===== src/rtl/bus_pkg.sv =====
// rtl/bus_pkg.sv - shared register-bus types, ASCII constants and hex decode helper
package bus_pkg;

    localparam int BUS_W = 16;

    localparam logic [7:0] CH_R  = 8'h52;
    localparam logic [7:0] CH_W  = 8'h57;
    localparam logic [7:0] CH_CR = 8'h0D;
    localparam logic [7:0] CH_LF = 8'h0A;

    typedef enum logic [2:0] {
        IDLE,
        ADDR,
        DATA,
        EOL,
        ISSUE,
        WAIT
    } init_state_t;

    // Returns {valid, nibble}; letters map via low nibble + 9 ('A'/'a' -> 10).
    function automatic logic [4:0] hex_to_nibble(input logic [7:0] c);
        logic [4:0] r;
        r = 5'b0;
        if (c >= 8'h30 && c <= 8'h39) begin
            r = {1'b1, c[3:0]};
        end else if ((c >= 8'h41 && c <= 8'h46) || (c >= 8'h61 && c <= 8'h66)) begin
            r = {1'b1, c[3:0] + 4'd9};
        end
        return r;
    endfunction

endpackage


===== src/rtl/hex_decoder.sv =====
// rtl/hex_decoder.sv - combinational ASCII byte to {is_hex, nibble}
module hex_decoder
    import bus_pkg::*;
(
    input  logic [7:0] byte_i,
    output logic       is_hex_o,
    output logic [3:0] nibble_o
);

    assign {is_hex_o, nibble_o} = hex_to_nibble(byte_i);

endmodule


===== src/rtl/bus_initiator.sv =====
// rtl/bus_initiator.sv - ASCII command decoder and single-outstanding register bus master
module bus_initiator
    import bus_pkg::*;
#(
    parameter int TIMEOUT = 1024
) (
    input  logic             clk,
    input  logic             rst,
    input  logic [7:0]       byte_i,
    input  logic             byte_valid_i,
    output logic             byte_ready_o,
    output logic [BUS_W-1:0] addr_o,
    output logic [BUS_W-1:0] wdata_o,
    output logic [BUS_W-1:0] rdata_o,
    output logic             rw_o,
    output logic             valid_o,
    input  logic [BUS_W-1:0] addr_i,
    input  logic [BUS_W-1:0] wdata_i,
    input  logic [BUS_W-1:0] rdata_i,
    input  logic             rw_i,
    input  logic             valid_i,
    output logic [BUS_W-1:0] resp_data_o,
    output logic             resp_rw_o,
    output logic             resp_timeout_o,
    output logic             resp_valid_o,
    output logic             err_o
);

    localparam int CNT_W = $clog2(TIMEOUT) + 1;
    // Counter hits 0 in the last WAIT cycle, so the timeout strobe lands TIMEOUT cycles after valid_o.
    localparam logic [CNT_W-1:0] CNT_LOAD = CNT_W'(TIMEOUT - 2);

    init_state_t      state_q, state_d;
    logic             rw_q, rw_d;
    logic [1:0]       nib_cnt_q, nib_cnt_d;
    logic [BUS_W-1:0] addr_q, addr_d;
    logic [BUS_W-1:0] data_q, data_d;
    logic [CNT_W-1:0] cnt_q, cnt_d;
    logic [BUS_W-1:0] addr_o_q, addr_o_d;
    logic [BUS_W-1:0] wdata_o_q, wdata_o_d;
    logic             rw_o_q, rw_o_d;
    logic             valid_o_q, valid_o_d;
    logic [BUS_W-1:0] resp_data_q, resp_data_d;
    logic             resp_rw_q, resp_rw_d;
    logic             resp_timeout_q, resp_timeout_d;
    logic             resp_valid_q, resp_valid_d;
    logic             err_q, err_d;

    logic             is_hex;
    logic [3:0]       nibble;
    logic             is_term;
    logic             byte_fire;
    logic             unused_return;

    hex_decoder u_hex_decoder (
        .byte_i   (byte_i),
        .is_hex_o (is_hex),
        .nibble_o (nibble)
    );

    // Return address/data are carried along the chain but deliberately not checked.
    assign unused_return = ^{addr_i, wdata_i};

    assign is_term   = (byte_i == CH_CR) || (byte_i == CH_LF);
    assign byte_ready_o = !rst && (state_q inside {IDLE, ADDR, DATA, EOL});
    assign byte_fire = byte_valid_i && byte_ready_o;

    always_comb begin
        state_d        = state_q;
        rw_d           = rw_q;
        nib_cnt_d      = nib_cnt_q;
        addr_d         = addr_q;
        data_d         = data_q;
        cnt_d          = cnt_q;
        addr_o_d       = addr_o_q;
        wdata_o_d      = wdata_o_q;
        rw_o_d         = rw_o_q;
        valid_o_d      = 1'b0;
        resp_data_d    = resp_data_q;
        resp_rw_d      = resp_rw_q;
        resp_timeout_d = resp_timeout_q;
        resp_valid_d   = 1'b0;
        err_d          = 1'b0;

        case (state_q)
            IDLE: begin
                if (byte_fire) begin
                    if (byte_i == CH_R || byte_i == CH_W) begin
                        rw_d      = (byte_i == CH_W);
                        nib_cnt_d = 2'd0;
                        state_d   = ADDR;
                    end else if (!is_term) begin
                        err_d = 1'b1;
                    end
                end
            end
            ADDR: begin
                if (byte_fire) begin
                    if (is_hex) begin
                        addr_d    = {addr_q[BUS_W-5:0], nibble};
                        nib_cnt_d = nib_cnt_q + 2'd1;
                        if (nib_cnt_q == 2'd3) begin
                            state_d = rw_q ? DATA : EOL;
                        end
                    end else begin
                        err_d   = 1'b1;
                        state_d = IDLE;
                    end
                end
            end
            DATA: begin
                if (byte_fire) begin
                    if (is_hex) begin
                        data_d    = {data_q[BUS_W-5:0], nibble};
                        nib_cnt_d = nib_cnt_q + 2'd1;
                        if (nib_cnt_q == 2'd3) begin
                            state_d = EOL;
                        end
                    end else begin
                        err_d   = 1'b1;
                        state_d = IDLE;
                    end
                end
            end
            EOL: begin
                if (byte_fire) begin
                    if (is_term) begin
                        valid_o_d = 1'b1;
                        addr_o_d  = addr_q;
                        wdata_o_d = rw_q ? data_q : '0;
                        rw_o_d    = rw_q;
                        state_d   = ISSUE;
                    end else begin
                        err_d   = 1'b1;
                        state_d = IDLE;
                    end
                end
            end
            ISSUE: begin
                cnt_d   = CNT_LOAD;
                state_d = WAIT;
            end
            WAIT: begin
                // A return in the same cycle the counter reaches 0 still wins over the timeout.
                if (valid_i) begin
                    resp_valid_d   = 1'b1;
                    resp_data_d    = rdata_i;
                    resp_rw_d      = rw_i;
                    resp_timeout_d = 1'b0;
                    state_d        = IDLE;
                end else if (cnt_q == '0) begin
                    resp_valid_d   = 1'b1;
                    resp_data_d    = '0;
                    resp_rw_d      = rw_q;
                    resp_timeout_d = 1'b1;
                    state_d        = IDLE;
                end else begin
                    cnt_d = cnt_q - CNT_W'(1);
                end
            end
            default: state_d = IDLE;
        endcase
    end

    always_ff @(posedge clk) begin
        if (rst) begin
            state_q        <= IDLE;
            rw_q           <= 1'b0;
            nib_cnt_q      <= 2'd0;
            addr_q         <= '0;
            data_q         <= '0;
            cnt_q          <= '0;
            addr_o_q       <= '0;
            wdata_o_q      <= '0;
            rw_o_q         <= 1'b0;
            valid_o_q      <= 1'b0;
            resp_data_q    <= '0;
            resp_rw_q      <= 1'b0;
            resp_timeout_q <= 1'b0;
            resp_valid_q   <= 1'b0;
            err_q          <= 1'b0;
        end else begin
            state_q        <= state_d;
            rw_q           <= rw_d;
            nib_cnt_q      <= nib_cnt_d;
            addr_q         <= addr_d;
            data_q         <= data_d;
            cnt_q          <= cnt_d;
            addr_o_q       <= addr_o_d;
            wdata_o_q      <= wdata_o_d;
            rw_o_q         <= rw_o_d;
            valid_o_q      <= valid_o_d;
            resp_data_q    <= resp_data_d;
            resp_rw_q      <= resp_rw_d;
            resp_timeout_q <= resp_timeout_d;
            resp_valid_q   <= resp_valid_d;
            err_q          <= err_d;
        end
    end

    assign addr_o         = addr_o_q;
    assign wdata_o        = wdata_o_q;
    assign rdata_o        = '0;
    assign rw_o           = rw_o_q;
    assign valid_o        = valid_o_q;
    assign resp_data_o    = resp_data_q;
    assign resp_rw_o      = resp_rw_q;
    assign resp_timeout_o = resp_timeout_q;
    assign resp_valid_o   = resp_valid_q;
    assign err_o          = err_q;

endmodule


===== config.mk =====
export PLATFORM = sky130hd
export DESIGN_NAME = bus_initiator
export DESIGN_NICKNAME = d
export VERILOG_FILES = /design/src/rtl/bus_pkg.sv /design/src/rtl/hex_decoder.sv /design/src/rtl/bus_initiator.sv
export SDC_FILE = /design/constraint.sdc
export NUM_CORES = 1
export LEC_CHECK = 0
export ABC_AREA = 1
export BUFFER_PORTS_ARGS = -buffer_cell sky130_fd_sc_hd__buf_2
export CAP_MARGIN = 0
export CORE_UTILIZATION = 51
export CTS_CLUSTER_SIZE = 10
export DETAILED_ROUTE_END_ITERATION = 7
export PLACE_DENSITY = 0.81
export SYNTH_ARGS = -nofsm -noshare
export SYNTH_HDL_FRONTEND = slang
export SYNTH_HIERARCHICAL = 1
export SYNTH_SLANG_ARGS = --single-unit

===== constraint.sdc =====
create_clock -name clk -period 1.9 [get_ports clk]
set_input_delay 0.19 -clock clk [delete_from_list [all_inputs] [get_ports clk]]
set_output_delay 0.19 -clock clk [all_outputs]
set_load 0.02 [all_outputs]

== Word level (Yosys, flattened, before mapping) ==
Index checks and enable logic that the tools add are counted.

* $lt $le $gt $ge: 6
* Add/sub/neg operators: 3
* Multiplexer cells: 41
* Equal/unequal tests: 22
* Reduce and logical (&&, ||, !) cells: 26
* Bitwise logic cells: 3

{| class="wikitable"
|+ Operators with widths
! operator !! number
|-
| 2-to-1 mux 16 bit || 3
|-
| 2-to-1 mux 3 bit || 12
|-
| 2-to-1 mux 11 bit || 2
|-
| case mux 11 bit (2 select lines) || 1
|-
| case mux 3 bit (6 select lines) || 1
|-
| == test 8 x 4 -> 1 bit (second input constant) || 2
|-
| == test 8 x 7 -> 1 bit (second input constant) || 2
|-
| >= comparator 8 x 7 -> 1 bit (second input constant) || 2
|-
| less-or-equal comparator 8 x 7 -> 1 bit (second input constant) || 2
|-
| AND reduction 3 bit || 5
|-
| 2-to-1 mux 1 bit || 14
|-
| inequality test 2 bit (second input constant) || 6
|-
| zero test 11 bit || 1
|-
| subtractor 11 x 1 -> 11 bit (second input constant) || 1
|-
| 2-to-1 mux 5 bit || 2
|-
| >= comparator 8 x 6 -> 1 bit (second input constant) || 1
|-
| less-or-equal comparator 8 x 6 -> 1 bit (second input constant) || 1
|-
| 2-to-1 mux 2 bit || 4
|-
| AND reduction 8 bit || 1
|-
| == test 3 x 2 -> 1 bit (second input constant) || 2
|-
| == test 3 bit (second input constant) || 2
|-
| inequality test 2 x 1 -> 1 bit (second input constant) || 3
|-
| inequality test 3 x 2 -> 1 bit (second input constant) || 2
|-
| nonzero test 2 bit || 3
|-
| 17 further kinds || 26
|}

* Logic and storage cells: 116
* Output and inout port bits: 71
* Bits in registers: 103

== Logic depth before layout (Yosys ltp) ==
* Depth in word-level cells: 8
* Depth in mapped cells: 13

== Modules after synthesis ==
The synthesis kept the hierarchy.

{| class="wikitable"
|+ By module, submodules not included
! module !! area an instance (um^2) !! cells each !! instances
|-
| bus_initiator || 4,264.1 || 582 || 1
|-
| hex_decoder || 175.2 || 33 || 1
|}

== Worst setup path before layout ==
OpenSTA, ideal clock, no wires.

* Path kind: input to register
* From: in byte_i[0]
* To: reg data_q[10]
* Required time: 1.784 ns
* Arrival time: 1.527 ns
* Path buffers: 1
* Setup slack: 0.257 ns
* Cell stages on the path: 12
* Cell sequence: inv_1 ha_1 nor2_1 o21ai_1 nand2_1 nand2_1 inv_1 nor2_1 nand2_2 clkbuf_2 o21ai_0 nor2_1

* Word-level cells in the longest chain between the ends: 6
* Elaborated cells between the ends (all ways): 13

{| class="wikitable"
|+ Ends and longest elaborated chain
! element !! RTL line !! RTL
|-
| start: declaration || bus_initiator.sv:9 || <nowiki>input logic [7:0] byte_i,</nowiki>
|-
| >= comparator 8 x 7 -> 1 bit / less-or-equal comparator 8 x 7 -> 1 bit (equally long branches) || bus_pkg.sv:26 || <nowiki>end else if ((c >= 8'h41 && c <= 8'h46) || (c >= 8'h61 && c <= 8'h66)) begin</nowiki>
|-
| logical AND 1 bit || bus_pkg.sv:26 ||
|-
| logical OR 1 bit || bus_pkg.sv:26 ||
|-
| 2-to-1 mux 5 bit || bus_pkg.sv:26 ||
|-
| 2-to-1 mux 5 bit * || bus_pkg.sv:24 || <nowiki>if (c >= 8'h30 && c <= 8'h39) begin</nowiki>
|-
| named net is_hex || bus_initiator.sv:49 || <nowiki>logic is_hex;</nowiki>
|-
| AND reduction 3 bit (no source line) * || n/a ||
|-
| end signal: assignment || bus_initiator.sv:187 || <nowiki>data_q <= data_d;</nowiki>
|-
| end: declaration || bus_initiator.sv:37 || <nowiki>logic [BUS_W-1:0] data_q, data_d;</nowiki>
|}

Mark *: on every way through the listed nets, which the timed path passes. The rest lies on a longest branch.
A chain may end at the register's enable or synchronous reset.

== Final worst setup path ==
* From: reg cnt_q[4]
* To: reg cnt_q[2]

* Word-level cells in the longest chain between the ends: 3

{| class="wikitable"
|+ Ends and longest elaborated chain
! element !! RTL line !! RTL
|-
| start: declaration || bus_initiator.sv:38 || <nowiki>logic [CNT_W-1:0] cnt_q, cnt_d;</nowiki>
|-
| start signal: assignment || bus_initiator.sv:188 || <nowiki>cnt_q <= cnt_d;</nowiki>
|-
| zero test 11 bit || bus_initiator.sv:151 || <nowiki>end else if (cnt_q == '0) begin</nowiki>
|-
| inequality test 2 bit (no source line) || n/a ||
|-
| AND reduction 3 bit (no source line) || n/a ||
|}

Every way passes these cells.

==> key figures <==
Clock tree
  • Num CTS Buffers: 9
  • CTS tree: built
  • Root buf cell: clkbuf_8
  • H-tree levels: 3
  • Number of setup buffers added after CTS: 0
  • Clock sinks: 103
  • Clk slew on worst S/H paths: 0.09 ns
  • Clk_lat worst skew: 0.36 ns
  • Post-cts gate resize count: 0
  • Hold Buf Count CTS: 0
  • Clock Tree Buf Depth: 2

Yosys
  • Register area share after synthesis: 46.4%
  • Synthesized-area fraction occupied by adder cells: 1.69%
  • Syn Area/Cell: 7.22 um^2
  • Post-Syn Area: 4440 um^2
  • Post-Syn Instances: 615
  • Synthesis Warnings: 6
  • Distinct cells, synth: 26
  • Compound-gate portion of the synthesized area: 13.2%
  • Largest family of logic cells by synthesized area: simple AND/OR/NAND/NOR gates
  • Post-synthesis register bit count: 103
  • Mux contribution to synthesized area: 0%
  • Post-Synth Simple-Gate Area: 28.4%
  • XOR/XNOR Fraction of Synth Area: 1.38%

Timing
  • Unrepaired setup endpoints after global routing: false
  • Setup_tns: 0 ns
  • Final Cycle Share: 90.0%
  • Hold Vio Cnt, Final: 0
  • Max_slew headroom: 64.2%
  • Clk_skew: 0.0118 ns
  • Setup violators final: 0
  • Worst Max-Slew Pin Slew: 0.536 ns
  • Final Max Tran Viols: 0
  • Fmax: 585 MHz
  • Min Tclk post-route: 1.71 ns

Setup path
  • CP bufs+invs: 1
  • Crit path capture type: register
  • Worst path slowest cell: dfxtp_1
  • Cell Chain, Critical Path: nor2_1 -> nand3_1 -> nor2_1 -> nor2_2 -> nor2_2 -> buf_4 -> nand2_1 -> a21oi_1
  • Worst Path Required: 2.18 ns
  • CP top delay family: simple AND/OR/NAND/NOR gates
  • Startpoint type of the worst setup path: register
  • CP arrival: 1.99 ns
  • CP Max Fanout: 7
  • Critical setup path kind: register to register
  • Max incr delay on CP: 0.36 ns

Route
  • Routed wire length: 9260 um
  • Drt drc: 0
  • Vias: 4076
  • Routed len/inst: 11.5 um
  • Vias/cell: 5.06
  • Post-route ant nets: 0
  • First-pass detailed-route iteration total: 5
  • Drt first-iter violations: 182

GRT
  • First-pass GRT wire length: 15600 um
  • Vias in the first global route: 3663
  • Overflow after GRT: 0
  • Total GRT Usage: 21.6%
  • Initial antenna violation count: 0
  • Largest net degree at the start of global routing: 49

Power and ir drop
  • Net Switching: 867 uW
  • Clock power share: 34.4%
  • Sequential Power Share: 60.6%
  • Internal cell power: 2700 uW
  • PD cells: 701 nW/um^2
  • Switching Share: 24.3%
  • Comb pwr share: 5.0%
  • Leakage: 0.00232 uW
  • Maximum vdd drop: 0.000598 V
  • Pwr Total: 3560 uW

Place
  • I/O Buffers: 83
  • Placed Area: 4910 um^2
  • Routability cong.: 0.992
  • HPWL after DPL: 6540 um
  • Number of placed cells counting well taps: 789

Floorplan
  • Die width: 95.3 um
  • Core Area: 8300 um^2
  • Row cnt: 33
  • Initial core utilization: 53.5%
  • # IOs: 132
  • Die Ht: 95.3 um
  • Die area: 9080 um^2

Finish
  • Layout cell share with drive strength beyond 1: 19.0%
  • Util after Layout: 61.3%
  • Final Net Count: 762
  • # fillers: 749
  • Area delta synth->final: 14.5%
  • Ant. Diodes: 0
  • Post-route cell area: 5080 um^2
  • Finished Layout Cells: 805

Flow run
  • # Max-Cap Violations: 0

Status
  • Run status: finished, final reports clean

Worst hold path
  • Hold WC Path Type: input pin to register
[worst reg2reg max path: cells and delay by family (launching register included)]
family / cells / cell delay [ns]
AND/OR/NAND/NOR: 6 / 0.90
flip-flops: 1 / 0.36
buffers and inverters: 1 / 0.21
AO/OA/AOI/OAI: 1 / 0.15
[synth_stat cells]
master | instances | share of area, %
nor2_2 | 7 | 0.99
nand3_4 | 1 | 0.39
nor2_1 | 131 | 11
inv_2 | 9 | 0.76
o21ai_0 | 64 | 7.2
clkbuf_1 | 12 | 1.0
xor2_1 | 4 | 0.79
nand2_1 | 109 | 9.2
ha_1 | 6 | 1.7
buf_2 | 6 | 0.68
nor2_4 | 1 | 0.25
a211oi_1 | 1 | 0.17
nand2_2 | 3 | 0.42
clkbuf_2 | 1 | 0.11
nor3_2 | 2 | 0.45
nand3_1 | 42 | 4.7
a21oi_1 | 49 | 5.5
inv_1 | 29 | 2.5
conb_1 | 1 | 0.084
dfxtp_1 | 103 | 46
nor3_1 | 1 | 0.11
buf_4 | 22 | 3.7
nand4_1 | 3 | 0.42
xnor2_1 | 3 | 0.59
nand3b_1 | 2 | 0.34
o21ai_1 | 3 | 0.34
[layer usage]
layer / track usage, % / vias to the layer above / part of all wire (%)
met4: 8.59 / 0 / 2.0
li1: - / 2103 / -
met2: 36.4 / 130 / 47
met1: 26.6 / 1826 / 46
met5: 0 / - / 0
met3: 4.86 / 17 / 5.9
[flip-flops by register name (all words and copies together), names as in the netlist]
register	cells
addr_o	16
addr_q	16
data_q	16
resp_data_o	16
wdata_o	16
cnt_q	11
state_q	3
nib_cnt_q	2
err_o	1
resp_rw_o	1
resp_timeout_o	1
resp_valid_o	1
rw_o	1
rw_q	1
valid_o	1
[final cells by class]
type,count,area (um^2),share of cell area (%)
multi-input cells,448,2050,40.2
inverters,38,143,2.81
clock inverters,6,45.0,0.886
well taps,105,131,2.58
clock buffers,10,128,2.51
repair buffers,95,531,10.4
flip-flops and latches,103,2060,40.6
[logic make-up after synthesis]
group | after synthesis
AO/OA/AOI/OAI | 117
XOR/XNOR | 7
adder cells (fa/ha/maj) | 6
buffers and inverters | 79
flip-flops | 103
other | 1
AND/OR/NAND/NOR | 302
[cells in the final DEF, fill, tap and decap left out, types with 3 or more instances in the layout]
cell type	n
o21ai_1	3
buf_2	83
dfxtp_1	103
inv_1	29
nor2_1	131
nand3_1	42
nand2_1	109
clkbuf_8	9
xnor2_1	3
o21ai_0	64
conb_1	16
buf_4	10
nor2_2	7
a21oi_1	49
clkinvlp_4	3
ha_1	6
nand4_1	3
inv_2	9
nand2_2	3
xor2_1	4
[worst paths after layout]
check / depth (start not counted) / slack (ns) / startpoint / to
max: 8 / 0.19 / cnt_q[4] / cnt_q[2]
min: 3 / 0.07 / rdata_i[9] / resp_data_o[9]
max reg2reg: 8 / 0.19 / cnt_q[4] / cnt_q[2]
min reg2reg: 2 / 0.46 / resp_data_o[2] / resp_data_o[2]
[per-stage QoR]
stage	hold slack, ns	worst slack [ns]
2_1_floorplan	0.337	0.257
3_3_place_gp	0.446	0.0866
3_5_place_dp	0.449	0.0109
4_1_cts	0.0524	0.177
5_1_grt	0.0691	0.0241
6_report	0.0740	0.190
[power by group through the flow]
stage	logic (uW)	clock network, uW	registers [uW]
global placement	171	0	2210
floorplan	134	0	2210
global route	200	1350	2160
CTS	177	1260	2160
finish	179	1230	2160
detailed placement	176	0	2210
Note: power is estimated with default switching activity, not from simulation.
